==> config.mk <==
export PLATFORM = sky130hd
export DESIGN_NAME = id_run_stat_flat
export DESIGN_NICKNAME = d
export VERILOG_FILES = /design/src/rtl/id_run_stat_pkg.sv /design/src/rtl/id_run_stat_if.sv /design/src/rtl/id_len_fifo.sv /design/src/rtl/id_run_stat.sv /design/src/flat_wrapper.sv
export SDC_FILE = /design/constraint.sdc
export NUM_CORES = 1
export LEC_CHECK = 0
export ABC_AREA = 1
export CORE_MARGIN = 1
export CORE_UTILIZATION = 50
export DETAILED_ROUTE_END_ITERATION = 10
export PLACE_DENSITY = 0.84
export SETUP_SLACK_MARGIN = 0.05
export SLEW_MARGIN = 30
export SYNTH_ARGS = -nofsm -noshare
export SYNTH_HDL_FRONTEND = slang
export SYNTH_SLANG_ARGS = --single-unit
export TNS_END_PERCENT = 100
==> constraint.sdc <==
create_clock -name clk -period 1.5 [get_ports clk]
set_input_delay 0.15 -clock clk [delete_from_list [all_inputs] [get_ports clk]]
set_output_delay 0.15 -clock clk [all_outputs]
set_load 0.01 [all_outputs]
==> src/rtl/id_run_stat_pkg.sv <==
// Shared constants and FSM encoding for the identifier run-length statistics block.
package id_run_stat_pkg;

    localparam int unsigned LEN_W_DEF = 8;
    localparam int unsigned CNT_W_DEF = 16;
    localparam int unsigned DEPTH_DEF = 4;

    typedef enum logic {
        S_IDLE = 1'b0,
        S_RUN  = 1'b1
    } state_e;

endpackage

==> src/rtl/id_run_stat_if.sv <==
// Recognizer-side input, FIFO read port and statistics outputs of id_run_stat.
interface id_run_stat_if
    import id_run_stat_pkg::*;
#(
    parameter int unsigned LEN_W = LEN_W_DEF,
    parameter int unsigned CNT_W = CNT_W_DEF
);
    logic             match;
    logic             rd_en;
    logic [LEN_W-1:0] rd_data;
    logic             empty;
    logic             full;
    logic             done;
    logic [LEN_W-1:0] last_len;
    logic [LEN_W-1:0] max_len;
    logic [CNT_W-1:0] id_count;
    logic             cnt_ovf;
    logic             drop;

    modport master (
        output match, rd_en,
        input  rd_data, empty, full, done, last_len, max_len, id_count, cnt_ovf, drop
    );

    modport slave (
        input  match, rd_en,
        output rd_data, empty, full, done, last_len, max_len, id_count, cnt_ovf, drop
    );
endinterface

==> src/rtl/id_len_fifo.sv <==
// Show-ahead FIFO of completed run lengths; a full FIFO accepts a push only alongside a pop.
module id_len_fifo
    import id_run_stat_pkg::*;
#(
    parameter int unsigned LEN_W = LEN_W_DEF,
    parameter int unsigned DEPTH = DEPTH_DEF
) (
    input  logic             clk,
    input  logic             reset,
    input  logic             push,
    input  logic [LEN_W-1:0] push_data,
    input  logic             pop,
    output logic [LEN_W-1:0] rd_data,
    output logic             empty,
    output logic             full,
    output logic             overflow
);
    localparam int unsigned AW = $clog2(DEPTH);
    localparam logic [AW:0] FULL_CNT = (AW+1)'(DEPTH);

    logic [LEN_W-1:0] mem_q [DEPTH];
    logic [AW-1:0]    wr_ptr_q, rd_ptr_q;
    logic [AW:0]      count_q;
    logic             do_push, do_pop;

    assign empty    = (count_q == '0);
    assign full     = (count_q == FULL_CNT);
    assign do_pop   = pop && !empty;
    assign do_push  = push && (!full || do_pop);
    assign overflow = push && full && !do_pop;
    assign rd_data  = empty ? '0 : mem_q[rd_ptr_q];

    always_ff @(posedge clk or posedge reset) begin
        if (reset) begin
            wr_ptr_q <= '0;
            rd_ptr_q <= '0;
            count_q  <= '0;
        end else begin
            if (do_push) wr_ptr_q <= wr_ptr_q + 1'b1;
            if (do_pop)  rd_ptr_q <= rd_ptr_q + 1'b1;
            case ({do_push, do_pop})
                2'b10:   count_q <= count_q + 1'b1;
                2'b01:   count_q <= count_q - 1'b1;
                default: count_q <= count_q;
            endcase
        end
    end

    // Storage needs no reset: rd_data is forced to zero while empty.
    always_ff @(posedge clk) begin
        if (do_push) mem_q[wr_ptr_q] <= push_data;
    end
endmodule

==> src/rtl/id_run_stat.sv <==
// Edge detection, run-length FSM and running statistics over the recognizer match stream.
module id_run_stat
    import id_run_stat_pkg::*;
#(
    parameter int unsigned LEN_W = LEN_W_DEF,
    parameter int unsigned CNT_W = CNT_W_DEF,
    parameter int unsigned DEPTH = DEPTH_DEF
) (
    input  logic         clk,
    input  logic         reset,
    id_run_stat_if.slave bus
);
    state_e           state_q, state_d;
    logic             prev_q;
    logic [LEN_W-1:0] run_len_q, run_len_d;
    logic [LEN_W-1:0] last_len_q, last_len_d;
    logic [LEN_W-1:0] max_len_q, max_len_d;
    logic [CNT_W-1:0] id_count_q, id_count_d;
    logic             cnt_ovf_q, cnt_ovf_d;
    logic             done_q, done_d;
    logic             drop_q, drop_d;
    logic             start, cont, stop;
    logic             push, overflow;

    assign start = !prev_q && bus.match;
    assign cont  =  prev_q && bus.match;
    assign stop  =  prev_q && !bus.match;

    always_ff @(posedge clk or posedge reset) begin
        if (reset) begin
            state_q    <= S_IDLE;
            prev_q     <= 1'b0;
            run_len_q  <= '0;
            last_len_q <= '0;
            max_len_q  <= '0;
            id_count_q <= '0;
            cnt_ovf_q  <= 1'b0;
            done_q     <= 1'b0;
            drop_q     <= 1'b0;
        end else begin
            state_q    <= state_d;
            prev_q     <= bus.match;
            run_len_q  <= run_len_d;
            last_len_q <= last_len_d;
            max_len_q  <= max_len_d;
            id_count_q <= id_count_d;
            cnt_ovf_q  <= cnt_ovf_d;
            done_q     <= done_d;
            drop_q     <= drop_d;
        end
    end

    always_comb begin
        state_d    = state_q;
        run_len_d  = run_len_q;
        last_len_d = last_len_q;
        max_len_d  = max_len_q;
        id_count_d = id_count_q;
        cnt_ovf_d  = cnt_ovf_q;
        done_d     = 1'b0;
        push       = 1'b0;
        drop_d     = drop_q || overflow;
        case (state_q)
            S_IDLE: begin
                if (start) begin
                    state_d   = S_RUN;
                    run_len_d = LEN_W'(1);
                    if (id_count_q == '1) cnt_ovf_d  = 1'b1;
                    else                  id_count_d = id_count_q + 1'b1;
                end
            end
            S_RUN: begin
                if (cont && run_len_q != '1) run_len_d = run_len_q + 1'b1;
                if (stop) begin
                    state_d    = S_IDLE;
                    last_len_d = run_len_q;
                    if (run_len_q > max_len_q) max_len_d = run_len_q;
                    done_d     = 1'b1;
                    push       = 1'b1;
                end
            end
            default: state_d = S_IDLE;
        endcase
    end

    id_len_fifo #(.LEN_W(LEN_W), .DEPTH(DEPTH)) u_fifo (
        .clk       (clk),
        .reset     (reset),
        .push      (push),
        .push_data (run_len_q),
        .pop       (bus.rd_en),
        .rd_data   (bus.rd_data),
        .empty     (bus.empty),
        .full      (bus.full),
        .overflow  (overflow)
    );

    assign bus.done     = done_q;
    assign bus.last_len = last_len_q;
    assign bus.max_len  = max_len_q;
    assign bus.id_count = id_count_q;
    assign bus.cnt_ovf  = cnt_ovf_q;
    assign bus.drop     = drop_q;
endmodule

==> src/flat_wrapper.sv <==
// flat-port wrapper written by rule: the top's interface ports become plain ports
module id_run_stat_flat import id_run_stat_pkg::*;
#(
    parameter int unsigned LEN_W = LEN_W_DEF,
    parameter int unsigned CNT_W = CNT_W_DEF,
    parameter int unsigned DEPTH = DEPTH_DEF
)
  (clk, reset, bus_match, bus_rd_en, bus_rd_data, bus_empty, bus_full, bus_done, bus_last_len, bus_max_len, bus_id_count, bus_cnt_ovf, bus_drop);
  id_run_stat_if #(.LEN_W(LEN_W), .CNT_W(CNT_W)) bus_i ();
  input  logic clk;
  input  logic reset;
  input wire logic [$bits(bus_i.match)-1:0] bus_match;
  input wire logic [$bits(bus_i.rd_en)-1:0] bus_rd_en;
  output wire logic [$bits(bus_i.rd_data)-1:0] bus_rd_data;
  output wire logic [$bits(bus_i.empty)-1:0] bus_empty;
  output wire logic [$bits(bus_i.full)-1:0] bus_full;
  output wire logic [$bits(bus_i.done)-1:0] bus_done;
  output wire logic [$bits(bus_i.last_len)-1:0] bus_last_len;
  output wire logic [$bits(bus_i.max_len)-1:0] bus_max_len;
  output wire logic [$bits(bus_i.id_count)-1:0] bus_id_count;
  output wire logic [$bits(bus_i.cnt_ovf)-1:0] bus_cnt_ovf;
  output wire logic [$bits(bus_i.drop)-1:0] bus_drop;
  assign bus_i.match = bus_match;
  assign bus_i.rd_en = bus_rd_en;
  assign bus_rd_data = bus_i.rd_data;
  assign bus_empty = bus_i.empty;
  assign bus_full = bus_i.full;
  assign bus_done = bus_i.done;
  assign bus_last_len = bus_i.last_len;
  assign bus_max_len = bus_i.max_len;
  assign bus_id_count = bus_i.id_count;
  assign bus_cnt_ovf = bus_i.cnt_ovf;
  assign bus_drop = bus_i.drop;
  id_run_stat #(.LEN_W(LEN_W), .CNT_W(CNT_W), .DEPTH(DEPTH)) u_core (.clk(clk), .reset(reset), .bus(bus_i));
endmodule
**Yosys cells after proc, flatten, opt, wreduce, memory -nomap -nowiden**

Memories as Yosys holds them, arrays and structs flattened.
Index checks and enable logic that the tools add are counted.

- Add/subtract/negate cells: 6
- $lt $le $gt $ge: 1
- Eq/ne operators: 7
- Mux-type cells: 12
- Bitwise gates (word level): 2
- Reductions and logical operators: 22

Operator list:

| cell | count |
|---|---|
| $mux 8 | 3 |
| $add 16x1->16 const B | 1 |
| $eq 16x16->1 const B | 1 |
| $pmux 8 s2 | 1 |
| $reduce_and 3->1 | 3 |
| $add 8x1->8 const B | 1 |
| $gt 8x8->1 | 1 |
| $logic_and 1x1->1 | 8 |
| $ne 8x8->1 const B | 1 |
| $mux 1 | 6 |
| $pmux 3 s2 | 1 |
| $logic_not 1->1 | 5 |
| $add 2x1->2 const B | 2 |
| $reduce_and 2->1 | 2 |
| $add 3x1->3 const B | 1 |
| $eq 3x3->1 const B | 1 |
| $logic_not 3->1 | 1 |
| $sub 3x1->3 const B | 1 |
| $eq 2x1->1 const B | 1 |
| $eq 2x2->1 const B | 1 |
| $logic_or 1x1->1 | 2 |
| $ne 2x1->1 const B | 1 |
| $ne 2x2->1 const B | 1 |
| $not 1->1 | 2 |
| other kinds (2) | 2 |

- Flip-flop bits (word level): 52
- Bits in writable memories: 32
- Bits of input ports: 4
- Output and inout port bits: 45
- Word-level logic and storage cells: 63
- Memories: 1

Memory list:

| memory | depth | bits a word | rd ports | clocked after Yosys merged registers in | write ports | line | RTL |
|---|---|---|---|---|---|---|---|
| u_core.u_fifo.mem_q | 4 | 8 | 1 | 0 | 1 | id_len_fifo.sv:21 | `logic [LEN_W-1:0] mem_q [DEPTH];` |

**Logic depth before layout (Yosys ltp)**

- Depth after elaboration: 7
- Mapped depth: 12
- Gate-level depth less buffers: 12

**Cells and area by module**

A second synthesis with hierarchy kept.

- Cell total of the unflattened synthesis: 467
- Area, all modules: 4,149.0 µm²

By module, submodules not included:

| module | times used | cells each | area an instance (µm²) | seq. area each (µm²) |
|---|---|---|---|---|
| id_run_stat | 1 | 314 | 2,444.8 | 1,126.1 |
| id_len_fifo | 1 | 153 | 1,704.1 | 1,136.1 |

**Worst setup path after synthesis**

Ideal clock, no wire load.

- Path type: reg2reg
- Start: register u_core.u_fifo.count_q[0]
- End: memory u_core.u_fifo.mem_q[0][0] (netlist bit) (enable)
- Library setup time: 371 ps
- Data arrival time: 1,285 ps
- Data required time: 1,129 ps
- Slack: -156 ps
- Stages on the path, launching flop included: 7
- Path buffers: 0
- Period minus slack after synthesis: 1,656 ps
- Path through: dfrtp_1 > inv_1 > nand3_1 > nand2_1 > nand2_1 > nand2_1 > nor2_1

- Cells in the longest elaborated chain, start to end: 7
- Elaborated cells on any way between the ends: 9
- Those cells by class: 1 x eq/ne; 2 x mux; 6 x reduce/logical

Ends and longest elaborated chain:

| element | line | RTL |
|---|---|---|
| from (decl) | id_len_fifo.sv:23 | `logic [AW:0] count_q;` |
| from (signal assigned) | id_len_fifo.sv:42 | `2'b10: count_q <= count_q + 1'b1;` |
| from (signal assigned) | id_len_fifo.sv:43 | `2'b01: count_q <= count_q - 1'b1;` |
| from (signal assigned) | id_len_fifo.sv:44 | `default: count_q <= count_q;` |
| $logic_not 3->1 | id_len_fifo.sv:26 | `assign empty = (count_q == '0);` |
| $logic_not 1->1 | id_len_fifo.sv:28 | `assign do_pop = pop && !empty;` |
| $logic_and 1x1->1 | id_len_fifo.sv:28 |  |
| $logic_or 1x1->1 * | id_len_fifo.sv:29 | `assign do_push = push && (!full \|\| do_pop);` |
| $logic_and 1x1->1 * | id_len_fifo.sv:29 |  |
| $mux 1 * | id_len_fifo.sv:51 | `if (do_push) mem_q[wr_ptr_q] <= push_data;` |
| $mux 1 (implied by the code) * | id_len_fifo.sv:51 |  |
| to (decl) | id_len_fifo.sv:21 |  |

Every way passes the cells marked *; elsewhere a longest branch is shown, timed or not.

**Worst setup path in the final report**

- Start: register u_core.u_fifo.rd_ptr_q[0]
- End: output bus_rd_data[1]

- Cells in the longest elaborated chain, start to end: 2

Ends and longest elaborated chain:

| element | line | RTL |
|---|---|---|
| from (decl) | id_len_fifo.sv:22 | `logic [AW-1:0] wr_ptr_q, rd_ptr_q;` |
| from (signal assigned) | id_len_fifo.sv:40 | `if (do_pop) rd_ptr_q <= rd_ptr_q + 1'b1;` |
| $mem_v2 4x8 | n/a |  |
| $mux 8 | id_len_fifo.sv:31 | `assign rd_data = empty ? '0 : mem_q[rd_ptr_q];` |
| to (decl) | flat_wrapper.sv:14 | `output wire logic [$bits(bus_i.rd_data)-1:0] bus_rd_data;` |

No other way between the ends.

==> flow_metrics.env <==
export IMPL_cts_buffer_depth=2
export IMPL_cts_root_buffer="clkbuf_8"
export IMPL_rr_worst_depth=9
export IMPL_synth_area_leaders="dfrtp_1, edfxtp_1, nand2_1, nor2_1, ha_1"
export IMPL_synth_largest_area_cell="dfrtp_1"
export IMPL_worst_pin_slew_ns=0.372
export IMPL_grt_pass1_vias=3799
export IMPL_final_nets=622
export IMPL_avgSynthCellArea_sq_um=8.86
export IMPL_cp_required_ns=1.35
export IMPL_netlist_area_sq_um=4070
export IMPL_r2r_end="u_core.bus.id_count[6]$_DFFE_PP0P_"
export IMPL_cts_buffers_inserted=9
export IMPL_syn_num_nets=478
export IMPL_outcome="finished with violations"
export IMPL_antenna_found_initial=0
export IMPL_finalHoldViolations=0
export IMPL_power_density_nw_per_um2=1600
export IMPL_setup_tns_ns=-5.01
export IMPL_setup_viol=66
export IMPL_post_route_period_util_pct=117
export IMPL_fin_util_pct=80.2
export IMPL_grt_overflow=0
export IMPL_num_io_pins=49
export IMPL_crit_type="register to output port"
export IMPL_vias=4097
export IMPL_drive_gt1_share_pct=39.6
export IMPL_nFillCells=432
export IMPL_viasPerCell=5.77
export IMPL_min_period_ns=1.76
export IMPL_ctsHoldBuffers=0
export IMPL_drv_cap=0
export IMPL_rows=32
export IMPL_cts_sinks=84
export IMPL_synthFlopType="dfrtp_1"
export IMPL_postRouteAntennaNets=0
export IMPL_dp_slack_ns=-0.245
export IMPL_yosysTopAreaCellShare_pct=32.0
export IMPL_worstPathArrival_ns=1.61
export IMPL_grt_max_degree=44
export IMPL_ys_seq_area_share_pct=55.6
export IMPL_synth_cell_types=30
export IMPL_violations="negative setup slack"
export IMPL_clock_latency_ns=0.37
export IMPL_grtUsageTotal_pct=27.3
export IMPL_cell_internal_pwr_mw=5.90
export IMPL_timing_max_transition_violations_final=0
export IMPL_core_area_sq_um=7810
export IMPL_area_growth_pct=53.9
export IMPL_place_hpwl_microns=6940
export IMPL_yosysMostFrequentCell="nand2_1"
export IMPL_max_vdd_ir_drop_mv=0.803
export IMPL_setup_ws_ns=-0.262
export IMPL_pwr_share_seq_pct=31.3
export IMPL_io_buffer_count=48
export IMPL_drt_total_wl_microns=13900
export IMPL_p_leak_nw=3.01
export IMPL_relSlewSlack_pct=75.1
export IMPL_fin_cells=710
export IMPL_cp_end_kind="output port"
export IMPL_tritoncts="done"
export IMPL_cp_start_kind="register"
export IMPL_clock_fmax_mhz=568
export IMPL_holdWs_ns=0.0615
export IMPL_die_h_microns=92.2
export IMPL_antennaDiodeCount=0
export IMPL_die_w_microns=92.2
export IMPL_power_switching_mw=4.10
export IMPL_regToRegSetupSlack_ns=-0.23
export IMPL_wire_per_inst_microns=19.6
export IMPL_synth_seq_cells=84
export IMPL_combinationalPowerShare_pct=51.9
export IMPL_clockPowerShare_pct=16.8
export IMPL_final_design_area_no_fill_sq_um=6260
export IMPL_dr_pass1_iters=7
export IMPL_htree_levels=3
export IMPL_placedInstanceArea_sq_um=5160
export IMPL_drt_iter0_markers=348
export IMPL_skew_ns=0.0103
export IMPL_dieArea_sq_um=8500
export IMPL_place_congestion=0.835
export IMPL_hold_path_class="input pin to asynchronous set/reset pin"
export IMPL_rsz0062_at_grt="true"
export IMPL_critical_path_max_fanout=8
export IMPL_swShare_pct=41.0
export IMPL_async_reset_ff_share_pct=61.9
export IMPL_yosys_warnings=0
export IMPL_syn_inst=459
export IMPL_power_mw=10.0
export IMPL_clk_pin_slew_worst_paths_ns=0.09
export IMPL_post_place_cells=649
export IMPL_drc=0
export IMPL_netlist_top_cells_count="nand2_1, nor2_1, dfrtp_1"
export IMPL_initial_core_util_pct=52.1
export IMPL_r2r_start="u_core.bus.id_count[8]$_DFFE_PP0P_"
export IMPL_synth_edf_count=32
export IMPL_grt_pass1_wl_microns=17600
## state kept, by name, indices dropped and copies added, names as in the netlist
name,count
u_core.bus.cnt_ovf,1
u_core.bus.done,1
u_core.bus.drop,1
u_core.bus.id_count,16
u_core.bus.last_len,8
u_core.bus.max_len,8
u_core.prev_q,1
u_core.run_len_q,8
u_core.state_q,1
u_core.u_fifo.count_q,3
u_core.u_fifo.mem_q,32
u_core.u_fifo.rd_ptr_q,2
u_core.u_fifo.wr_ptr_q,2
## cell families after synthesis
| family | count (synthesis) | synth area share [%] |
|---|---|---|
| simple gates | 233 | 23.7 |
| flops | 84 | 55.6 |
| buf+inv | 59 | 5.78 |
| compound gates | 54 | 7.14 |
| fa+ha+maj | 15 | 4.80 |
| xor+xnor | 14 | 3.01 |
## power groups by stage
stage	clock network [mW]	registers [mW]	logic [mW]
6_report	1.68	3.13	5.19
5_1_grt	1.78	3.16	5.53
4_1_cts	1.64	3.06	4.21
3_5_place_dp	0	3.11	3.63
3_3_place_gp	0	3.09	3.41
2_1_floorplan	0	3.17	1.83
## worst max-delay path, cell delays in order (launching register included)
cell and delay (ns):
dfrtp_2 0.44, buf_6 0.14, clkbuf_16 0.18, inv_8 0.08
o21ai_0 0.11, a21oi_1 0.14, buf_2 0.14
## worst max path at each step
stage	from	to	slack [ns]	cells past startpoint
global placement	bus_match	u_core.u_fifo.count_q[1]$_DFFE_PP0P_	-0.20	7
detailed placement	bus_match	u_core.u_fifo.count_q[2]$_DFFE_PP0P_	-0.24	10
finish	u_core.u_fifo.rd_ptr_q[0]$_DFFE_PP0P_	bus_rd_data[1]	-0.26	6
floorplan	u_core.state_q$_DFF_PP0_	u_core.u_fifo.count_q[1]$_DFFE_PP0P_	0.01	6
CTS	u_core.u_fifo.rd_ptr_q[0]$_DFFE_PP0P_	bus_rd_data[2]	-0.19	7
global route	u_core.u_fifo.rd_ptr_q[0]$_DFFE_PP0P_	bus_rd_data[6]	-0.31	6
## layout by cell type (no fill, tap or decap), types with 6 or more instances in the layout
cell and n:
xnor2_1 6, o21ai_0 15, buf_4 70, nand2_1 90
buf_2 10, ha_4 7, a21oi_1 9, xor2_1 7
nand2_4 10, dlymetal6s2s_1 12, nand3_1 22, nand4_1 7
dfrtp_1 42, clkdlybuf4s50_1 10, dfrtp_2 10, nor2_1 35
edfxtp_1 32, buf_6 10, o21ai_1 16, inv_2 10
nand2_2 27, ha_1 7, dlygate4sd2_1 16, nor2_2 13
nor2_4 15, clkbuf_8 9, inv_1 35
## layer usage
metal	vias to the layer above	routed length [microns]	GRT usage [%]
met5	-	0	0
met4	0	652	15.6
met3	67	840	3.57
met2	244	7380	49.7
met1	2004	5050	30.5
li1	1782	-	-
## area by class of cell
class | count | area, sq um | area share [%]
tap | 102 | 128 | 2.04
sequential | 84 | 2270 | 36.3
clock buffer | 9 | 124 | 1.98
multi-input combinational | 318 | 2140 | 34.1
timing repair inverter | 3 | 25.0 | 0.400
timing repair buffer | 137 | 1280 | 20.5
inverter | 50 | 213 | 3.40
clock inverter | 7 | 75.1 | 1.20
## timing repair
| item | in CTS | in global routing |
|---|---|---|
| endpoints found under the hold margin | 0 | 0 |
| pin swaps | 17 | 29 |
| resized for setup | 127 | 96 |
| setup buffers | 20 | 17 |
| gates cloned | 4 | 5 |
| setup endpoints to repair | 84 | 90 |
(Power assumes the default switching activity.)
